--- src/rtl/id_ex_stage.sv ---
// id_ex_stage
//   ID/EX pipeline register with load-use hazard detection for a 16-register,
//   16-bit, 5-stage pipeline. Captures decoded operands and control from ID
//   and inserts a one-cycle bubble when a load in EX feeds the instruction
//   in ID.
//
// Parameters
//   DATA_W  operand / immediate width
//   REG_W   register specifier width (R0 is hardwired zero)
//   CTRL_W  opaque EX/MEM/WB control bundle width
//
// Ports
//   clk, rst              rising-edge clock, asynchronous active-high reset
//   if_id_*               decoded instruction fields presented by ID
//   flush                 taken branch/jump in EX; kill the ID instruction
//   stall                 combinational; hold PC and IF/ID this cycle
//   id_ex_*               registered fields driven into EX / forwarding unit
//   stall_count           (HAZARD_STATS_EN only) saturating stall-cycle count
//   flush_count           (HAZARD_STATS_EN only) saturating flush-cycle count
//
// Optional feature
//   Define HAZARD_STATS_EN to add the stall_count / flush_count outputs.
module id_ex_stage #(
  parameter int DATA_W = 16,
  parameter int REG_W  = 4,
  parameter int CTRL_W = 8
) (
  input  logic                     clk,
  input  logic                     rst,
  input  logic                     if_id_valid,
  input  logic [REG_W-1:0]         if_id_rs,
  input  logic [REG_W-1:0]         if_id_rt,
  input  logic [REG_W-1:0]         if_id_rd,
  input  logic                     if_id_uses_rt,
  input  logic signed [DATA_W-1:0] if_id_rs_data,
  input  logic signed [DATA_W-1:0] if_id_rt_data,
  input  logic signed [DATA_W-1:0] if_id_imm,
  input  logic                     if_id_regwrite,
  input  logic                     if_id_memread,
  input  logic                     if_id_memwrite,
  input  logic [CTRL_W-1:0]        if_id_ctrl,
  input  logic                     flush,
  output logic                     stall,
  output logic                     id_ex_valid,
  output logic [REG_W-1:0]         id_ex_rs,
  output logic [REG_W-1:0]         id_ex_rt,
  output logic [REG_W-1:0]         id_ex_rd,
  output logic signed [DATA_W-1:0] id_ex_rs_data,
  output logic signed [DATA_W-1:0] id_ex_rt_data,
  output logic signed [DATA_W-1:0] id_ex_imm,
  output logic                     id_ex_regwrite,
  output logic                     id_ex_memread,
  output logic                     id_ex_memwrite,
  output logic [CTRL_W-1:0]        id_ex_ctrl
`ifdef HAZARD_STATS_EN
  ,
  output logic [15:0]              stall_count,
  output logic [15:0]              flush_count
`endif
);

  logic hazard;
  logic rs_match;
  logic rt_match;
  logic bubble;

  // Load in EX whose destination is read by the valid instruction in ID.
  // R0 is never written, so a load to R0 cannot create a dependency.
  always_comb begin
    rs_match = (id_ex_rd == if_id_rs);
    rt_match = if_id_uses_rt & (id_ex_rd == if_id_rt);
    hazard   = id_ex_memread & (id_ex_rd != '0) & if_id_valid & (rs_match | rt_match);
    stall    = hazard & ~flush;
    bubble   = flush | stall;
  end

  // ID -> EX boundary
  always_ff @(posedge clk or posedge rst) begin
    if (rst) begin
      id_ex_valid    <= 1'b0;
      id_ex_rs       <= '0;
      id_ex_rt       <= '0;
      id_ex_rd       <= '0;
      id_ex_rs_data  <= '0;
      id_ex_rt_data  <= '0;
      id_ex_imm      <= '0;
      id_ex_regwrite <= 1'b0;
      id_ex_memread  <= 1'b0;
      id_ex_memwrite <= 1'b0;
      id_ex_ctrl     <= '0;
    end else if (bubble) begin
      // Bubble: R0 specifiers and no side effects, so a stalled bubble can
      // never itself raise a hazard on the re-presented instruction.
      id_ex_valid    <= 1'b0;
      id_ex_rs       <= '0;
      id_ex_rt       <= '0;
      id_ex_rd       <= '0;
      id_ex_rs_data  <= '0;
      id_ex_rt_data  <= '0;
      id_ex_imm      <= '0;
      id_ex_regwrite <= 1'b0;
      id_ex_memread  <= 1'b0;
      id_ex_memwrite <= 1'b0;
      id_ex_ctrl     <= '0;
    end else begin
      id_ex_valid    <= if_id_valid;
      id_ex_rs       <= if_id_rs;
      id_ex_rt       <= if_id_rt;
      id_ex_rd       <= if_id_rd;
      id_ex_rs_data  <= if_id_rs_data;
      id_ex_rt_data  <= if_id_rt_data;
      id_ex_imm      <= if_id_imm;
      id_ex_regwrite <= if_id_regwrite & if_id_valid;
      id_ex_memread  <= if_id_memread & if_id_valid;
      id_ex_memwrite <= if_id_memwrite & if_id_valid;
      id_ex_ctrl     <= if_id_ctrl;
    end
  end

`ifdef HAZARD_STATS_EN
  function automatic logic [15:0] sat_inc(input logic [15:0] cnt);
    return (cnt == 16'hFFFF) ? cnt : cnt + 16'd1;
  endfunction

  always_ff @(posedge clk or posedge rst) begin
    if (rst) begin
      stall_count <= '0;
      flush_count <= '0;
    end else begin
      if (stall) stall_count <= sat_inc(stall_count);
      if (flush) flush_count <= sat_inc(flush_count);
    end
  end
`endif

endmodule

--- config.mk ---
export PLATFORM = sky130hd
export DESIGN_NAME = id_ex_stage
export DESIGN_NICKNAME = d
export VERILOG_FILES = /design/src/rtl/id_ex_stage.sv
export SDC_FILE = /design/constraint.sdc
export NUM_CORES = 1
export LEC_CHECK = 0
export CORE_ASPECT_RATIO = 0.6
export CORE_MARGIN = 1
export CORE_UTILIZATION = 35
export DETAILED_ROUTE_END_ITERATION = 12
export PLACE_DENSITY = 0.69
export SLEW_MARGIN = 15
export SYNTH_ARGS = -nofsm -noshare
export SYNTH_HDL_FRONTEND = slang
export SYNTH_SLANG_ARGS = --single-unit
export TNS_END_PERCENT = 30
--- constraint.sdc ---
create_clock -name clk -period 2.8 [get_ports clk]
set_input_delay 0.7 -clock clk [delete_from_list [all_inputs] [get_ports clk]]
set_output_delay 0.7 -clock clk [all_outputs]
set_load 0.05 [all_outputs]
Word-level counts from Yosys, hierarchy flattened

Index checks and enable logic that the tools add are counted.

Register bits after elaboration: 72
Bits in latches: 0
Bits in writable memories: 0
Memory bits (read-only): 0
Logic and storage cells: 36
Memories kept: 0

Add/subtract/negate cells: 0
Multiply operators: 0
Divide/modulo/power cells: 0
Magnitude comparators: 0
Equality and inequality tests: 2
Shift-type cells: 0
Multiplexer cells: 11
Bitwise logic cells: 11
Reductions and logical operators: 1

Operators with widths:

| operator            | number |
|---|---|
| two-way mux 16 bit  | 3 |
| two-way mux 4 bit   | 3 |
| AND 1 bit           | 8 |
| equality test 4 bit | 2 |
| two-way mux 8 bit   | 1 |
| two-way mux 1 bit   | 4 |
| nonzero test 4 bit  | 1 |
| OR 1 bit            | 2 |
| inverter 1 bit      | 1 |

Longest topological paths before layout

Gate-level depths: netlist of run 1.

Word-level depth: 7
Mapped depth: 5
Gate-level depth less buffers: 4

Worst setup path after synthesis of run 1

Ideal clock, no wire load.

Path type: input to output
Start: in if_id_rt[1]
End: out stall
Arrival: 1.995 ns
Path slack: 0.105 ns
Cell stages on the path: 3
Buffers on the path: 0
Path through: xor2_1 o41ai_4 and3b_2

Word-level cells in the longest chain between the ends: 5

Ends and longest elaborated chain:

| what                | RTL line | text |
|---|---|---|
| from (decl)         | 32       | `input logic [REG_W-1:0] if_id_rt,` |
| equality test 4 bit | 71       | `rt_match = if_id_uses_rt & (id_ex_rd == if_id_rt);` |
| AND 1 bit           | 71       |  |
| OR 1 bit            | 72       | `hazard = id_ex_memread & (id_ex_rd != '0) & if_id_valid & (rs_match \| rt_match);` |
| AND 1 bit           | 72       |  |
| AND 1 bit           | 73       | `stall = hazard & ~flush;` |
| to (decl)           | 43       | `output logic stall,` |

Every way passes these cells.

Worst setup path in the final report of run 1

Start: in if_id_uses_rt
End: out stall

Word-level cells in the longest chain between the ends: 4

Ends and longest elaborated chain:

| what        | RTL line | text |
|---|---|---|
| from (decl) | 34       | `input logic if_id_uses_rt,` |
| AND 1 bit   | 71       |  |
| OR 1 bit    | 72       |  |
| AND 1 bit   | 72       |  |
| AND 1 bit   | 73       |  |

Every way passes these cells.

==> results.md, run 1 <==
* Area grow syn2layout at 66.0%
* Die Ht at 72.4 um
* Hold slack at 0.672 ns
* Core area at 7950 um^2
* DR vias at 2352
* CP bufs+invs at 2
* Slew margin rel. at 0.478
* Rows at 25
* Min Clock Period, post-route at 2.74 ns
* Setup CP Type: in2out
* Critical path's largest stage delay at 0.46 ns
* Crit. End Element: primary output
* # nets final at 474
* DRC at 0
* Post-route setup slack at 0.0619 ns
* Origin of the critical flop-to-flop path: id_ex_rd[2]$_DFF_PP0_
* Die Wd at 119 um
* Worst setup path startpoint: if_id_uses_rt
* DR vias/cell at 4.60
* Top area cells in the synthesized netlist: dfrtp_1 62%, nand2b_1 15%, a21oi_1 11%
* Clk sinks at 72
* Setup TNS at 0 ns
* Syn Std Cell Area at 2890 um^2
* Dpl hpwl at 4.94 mm
* Crit path depth at 5
* Non-Filler Instances at 511
* Worst path slowest cell: clkdlybuf4s50_1
* Syn nets at 329
* PD cells at 624 nW/um^2
* Number of port buffers at 148
* CTS tree: yes
* Nature of the critical path startpoint: input pin
* Sequential share of the synthesized area at 0.623
* Final Total Pwr at 3.00 mW
* Type of the tightest min-delay check: in2reg
* IO Pins at 149
* TritonRoute pass-1 iters at 4
* Status: finished clean
* Routed WL at 7.67 mm
* Largest family of logic cells by synthesized area: simple AND/OR/NAND/NOR gates
* Worst-Skew Late Latency at 0.32 ns
* Max VDD drop at 327 uV
* Xor/xnor cell area share of the yosys netlist at 0.0242
* CTS max path bufs at 2
* Leak Pwr at 2.10 nW
* Syn Inst Count at 253
* CP delay by family, top: buffers and inverters
* CP endpoint: stall
* Total global routing overflow at 0
* FF-to-FF setup slack at 0.47 ns
* Pins Over Slew Limit at 0
* Adder-Cell Fraction of Synth Area at 0
* Wire per inst at 15.0 um
* Mean Syn Cell Area at 11.4 um^2
* CTS Buf Count at 9
* Wire length of the first global-routing pass at 12.0 mm
* Final Instance Area at 4800 um^2
* GPL Wtd Cong at 0.721
* Initial DRC Count at 116
* Placed cell area at 4440 um^2
* Final Skew at 0.00499 ns
* Cell taking the most area after synthesis: dfrtp_1
* Tcrit/Tclk final at 0.978
* Fin util at 0.605
* Pre-CTS WS at 0.00424 ns
* Initial antenna violation count at 0
* Hold_buf cts at 0
* RSZ-0062 raised after global routing: no
* Layout cells sized above 1 at 0.0819
* Worst reg2reg path endpoint: id_ex_imm[14]$_DFF_PP0_
* ANT nets after route at 0
* Complex-gate fraction of the synthesized area at 0.141
* Total Die Area at 8640 um^2
* Slew @ Worst Pin at 0.783 ns
* FF+latch count, synth at 72
* FF-to-FF path depth at 7
* CTS H-tree depth at 3
* Antenna cells at 0
* F_max at 0.365 GHz
* Worst-path fanout max at 2
* Startpoint of the worst hold path: if_id_rt[1]
* Hold Fails Final Rpt at 0
* Top cell type's share of synthesized area at 0.623
* Clock slew at reported path FFs at 0.05 ns
* Setup violators final at 0
* Total GRT Usage at 0.186
* Placed Cells at 493
* Mux cell area share after synthesis at 0
* CP required at 2.10 ns
* Largest net degree at the start of global routing at 73
* Synth warn at 0
* CTS root buffer: clkbuf_16
* CP arrival at 2.04 ns
* Vias in the first global route at 2311
* Synth Area in Simple Gates at 0.165
* Max-cap violations at 0
* CP cell instances: clkdlybuf4s50_1, nand2_1, o41ai_4, and3b_2, buf_12
* Initial Utilization at 0.364
* Yosys cell types at 17
[synth_stat cells]
master	n
dfrtp_1	72
nand4_1	1
inv_1	1
xnor2_1	5
a21boi_0	1
a21oi_1	66
clkbuf_1	14
nor4_1	1
nor2b_1	1
a21oi_2	5
and3b_2	1
nand2_1	5
buf_6	7
xor2_1	3
nor2_1	1
nand2b_1	68
o41ai_4	1
[registers in the layout (all words and copies together), names as in the netlist]
| name | cells |
|---|---|
| id_ex_ctrl | 8 |
| id_ex_imm | 16 |
| id_ex_memread | 1 |
| id_ex_memwrite | 1 |
| id_ex_rd | 4 |
| id_ex_regwrite | 1 |
| id_ex_rs | 4 |
| id_ex_rs_data | 16 |
| id_ex_rt | 4 |
| id_ex_rt_data | 16 |
| id_ex_valid | 1 |
[logic make-up (layout without fill, tap and decap cells)]
logic type / Yosys count / in the layout
and+or+nand+nor: 78 / 78
AOI/OAI and AO/OA: 73 / 73
DFF: 72 / 72
buffers and inverters: 22 / 172
xor gates and xnor gates: 8 / 8
[worst min path at each step]
stage                                      end  cells after the start
floorplan              id_ex_memread$_DFF_PP0_                      2
global placement    id_ex_rs_data[8]$_DFF_PP0_                      2
detailed placement  id_ex_rs_data[8]$_DFF_PP0_                      2
CTS                 id_ex_rs_data[8]$_DFF_PP0_                      2
global route             id_ex_rt[1]$_DFF_PP0_                      3
finish                   id_ex_rt[1]$_DFF_PP0_                      3
[worst min-delay path, cell delays in order]
cell and delay, ns:
dlymetal6s2s_1 0.15, nand2b_1 0.07, a21oi_1 0.04
[area by class of cell]
cell class | instances | area [um^2]
Clock buffer | 11 | 243
Clock inverter | 5 | 104
Fill cell | 674 | 3140
Inverter | 1 | 3.75
Multi-Input combinational cell | 159 | 963
Sequential cell | 72 | 1800
Tap cell | 108 | 135
Timing Repair Buffer | 155 | 1550
[power by group]
part	internal, mW	switching, mW	total, mW
Clock	0.894	0.415	1.31
Combinational	0.235	0.338	0.573
Sequential	1.09	0.0193	1.11
[routing by layer]
layer / global-route usage / share of wire / vias to the layer above
met5: 0 / 0 / -
li1: - / - / 1121
met2: 0.273 / 0.43 / 106
met1: 0.236 / 0.44 / 1117
met3: 0.0983 / 0.12 / 8
met4: 0.0625 / 0.011 / 0
[cells in the final DEF, fill, tap and decap left out, drive strengths merged]
cell           Yosys  routed
nand2b            68      68
nand2              5       5
nand4              1       1
nor4               1       1
clkdlybuf4s50      0     144
a21oi             71      71
a21boi             1       1
dfrtp             72      72
and3b              1       1
bufinv             0       3
inv                1       1
nor2b              1       1
nor2               1       1
clkinv             0       2
clkbuf            14      11
xor2               3       3
o41ai              1       1
dlygate4sd2        0       1
dlymetal6s2s       0       1
buf                7       9
xnor2              5       5
[timing repair]
item | in CTS | in global routing
buffers inserted | 1 | 1
resized for setup | 1 | 1
setup endpoints to repair | 1 | 1
pin swaps | 3 | 3
Note: power is estimated with default switching activity, not from simulation.
==> run 2: changes to the inputs <==
CTS_CLUSTER_DIAMETER = 40   (was default)
==> results of run 2 <==
Final layout, timing and power as in run 1 (identical DEF).
==> run 3: changes to the inputs <==
SKIP_CTS_REPAIR_TIMING = 1   (was default)
==> run 3 against run 2 <==
Compared with the run above: power is essentially flat; wire length is essentially flat; cell count shrank 0.20%; largest cell class unchanged; sequential share of layout area is essentially flat; sequential cell count is the same; sequential power is essentially flat; first-iteration DRC count shrank 6.9%; clock power is essentially flat.
==> results.md, run 3 (synthesized netlist as in run 1, its figures left out) <==
* GPL Wtd Cong at 0.721
* CTS root buffer: clkbuf_16
* Slew margin rel. at 0.476
* CTS Buf Count at 9
* Wire per inst at 15.0 um
* FILL cells at 666
* Fin util at 0.605
* Nature of the critical path startpoint: input pin
* CTS max path bufs at 2
* Max VDD drop at 327 uV
* Final Skew at 0.00493 ns
* Final Total Pwr at 3.00 mW
* Slew @ Worst Pin at 0.786 ns
* Hold Path Sink: id_ex_rt[2]$_DFF_PP0_
* Initial Utilization at 0.364
* DR vias/cell at 4.59
* Worst reg2reg path endpoint: id_ex_imm[14]$_DFF_PP0_
* Hold depth at 3
* IO Pins at 149
* Biggest regs: id_ex_imm: 16 flops, id_ex_rs_data: 16 flops, id_ex_rt_data: 16 flops
* Worst-Skew Late Latency at 0.32 ns
* CP required at 2.10 ns
* Die Wd at 119 um
* FF-to-FF path depth at 6
* Die Ht at 72.4 um
* Largest net degree at the start of global routing at 73
* Pins Over Slew Limit at 0
* Clock slew at reported path FFs at 0.05 ns
* Area grow syn2layout at 66.2%
* Total GRT Usage at 0.185
* Core area at 7950 um^2
* TritonRoute pass-1 iters at 4
* FF-to-FF setup slack at 0.51 ns
* Antenna cells at 0
* Vias in the first global route at 2307
* Dpl hpwl at 4.94 mm
* Leak Pwr at 2.10 nW
* CTS tree: yes
* Wire length of the first global-routing pass at 12.0 mm
* Tcrit/Tclk final at 0.994
* DRC at 0
* Combinational Power Share at 0.191
* Sw Pwr at 773 uW
* Type of the tightest min-delay check: in2reg
* Rows at 25
* Setup CP Type: in2out
* Status: finished clean
* Setup violators final at 0
* CTS H-tree depth at 3
* Routed WL at 7.67 mm
* Crit. End Element: primary output
* Worst-path fanout max at 2
* Clk sinks at 72
* Total Die Area at 8640 um^2
* Startpoint of the worst hold path: if_id_rt[2]
* F_max at 0.359 GHz
* Switching Share at 0.258
* Hold Fails Final Rpt at 0
* ANT nets after route at 0
* Layout cells sized above 1 at 0.0821
* Part of the power in the clock network at 0.437
* Reg power frac at 0.372
* Initial DRC Count at 108
* Number of port buffers at 148
* Total global routing overflow at 0
* Most frequent cells in the layout: 144 x clkdlybuf4s50_1, 72 x dfrtp_1, 68 x nand2b_1
* CP arrival at 2.08 ns
* Min Clock Period, post-route at 2.78 ns
* Commonest non-fill, non-tap cell in the layout: clkdlybuf4s50_1
* DR vias at 2343
* Max-cap violations at 0
* # nets final at 473
* PD cells at 623 nW/um^2
* Internal power at 2.22 mW
* Origin of the critical flop-to-flop path: id_ex_rd[2]$_DFF_PP0_
* Initial antenna violation count at 0
## run 3: layout make-up
| class | instances | area (um^2) | area share |
|---|---|---|---|
| flip-flops and latches | 72 | 1800 | 0.375 |
| clock inverters | 5 | 104 | 0.0216 |
| clock buffers | 11 | 243 | 0.0505 |
| repair buffers | 154 | 1550 | 0.322 |
| well taps | 108 | 135 | 0.0281 |
| multi-input cells | 159 | 971 | 0.202 |
| inverters | 1 | 3.75 | 0.000781 |
## run 3: critical path: stages
cell	delay [ns]
clkdlybuf4s50_1	0.46
nand2_1	0.11
o41ai_4	0.40
and3b_2	0.27
buf_12	0.14
## run 3: power by group through the flow
stage	logic, mW	clock network (mW)	registers (mW)
6_report	0.573	1.31	1.11
5_1_grt	0.607	1.38	1.12
4_1_cts	0.578	1.34	1.11
3_5_place_dp	0.575	0	1.13
3_3_place_gp	0.572	0	1.13
2_1_floorplan	0.138	0	1.32
## run 3: worst max path at each step
stage	startpoint	to	slack, ns	depth (start not counted)
final	if_id_uses_rt	stall	0.02	5
after global routing	if_id_uses_rt	stall	-0.01	5
after CTS	if_id_rt[1]	stall	-0.001	5
after detailed placement	if_id_rt[1]	stall	0.004	5
after global placement	if_id_rt[1]	stall	0.04	5
after floorplan	if_id_rt[1]	stall	0.10	3
## run 3: per-stage QoR
stage | worst slack, ns | instance area, um^2 | hold WS (ns) | setup TNS [ns] | instances
2_1_floorplan | 0.105 | 2890 | 0.810 | 0 | 253
3_3_place_gp | 0.0412 | 4440 | 1.10 | 0 | 493
3_5_place_dp | 0.00424 | 4440 | 1.11 | 0 | 493
4_1_cts | -0.00126 | 4790 | 0.761 | -0.00126 | 509
5_1_grt | -0.0124 | 4810 | 0.697 | -0.0124 | 510
6_report | 0.0175 | 4810 | 0.686 | 0 | 510
## run 3: routing by layer
layer	vias to the layer above	part of all wire	global-route usage
li1	1120	-	-
met1	1111	0.45	0.233
met2	104	0.43	0.270
met3	8	0.12	0.101
met4	0	0.012	0.0639
met5	-	0	0
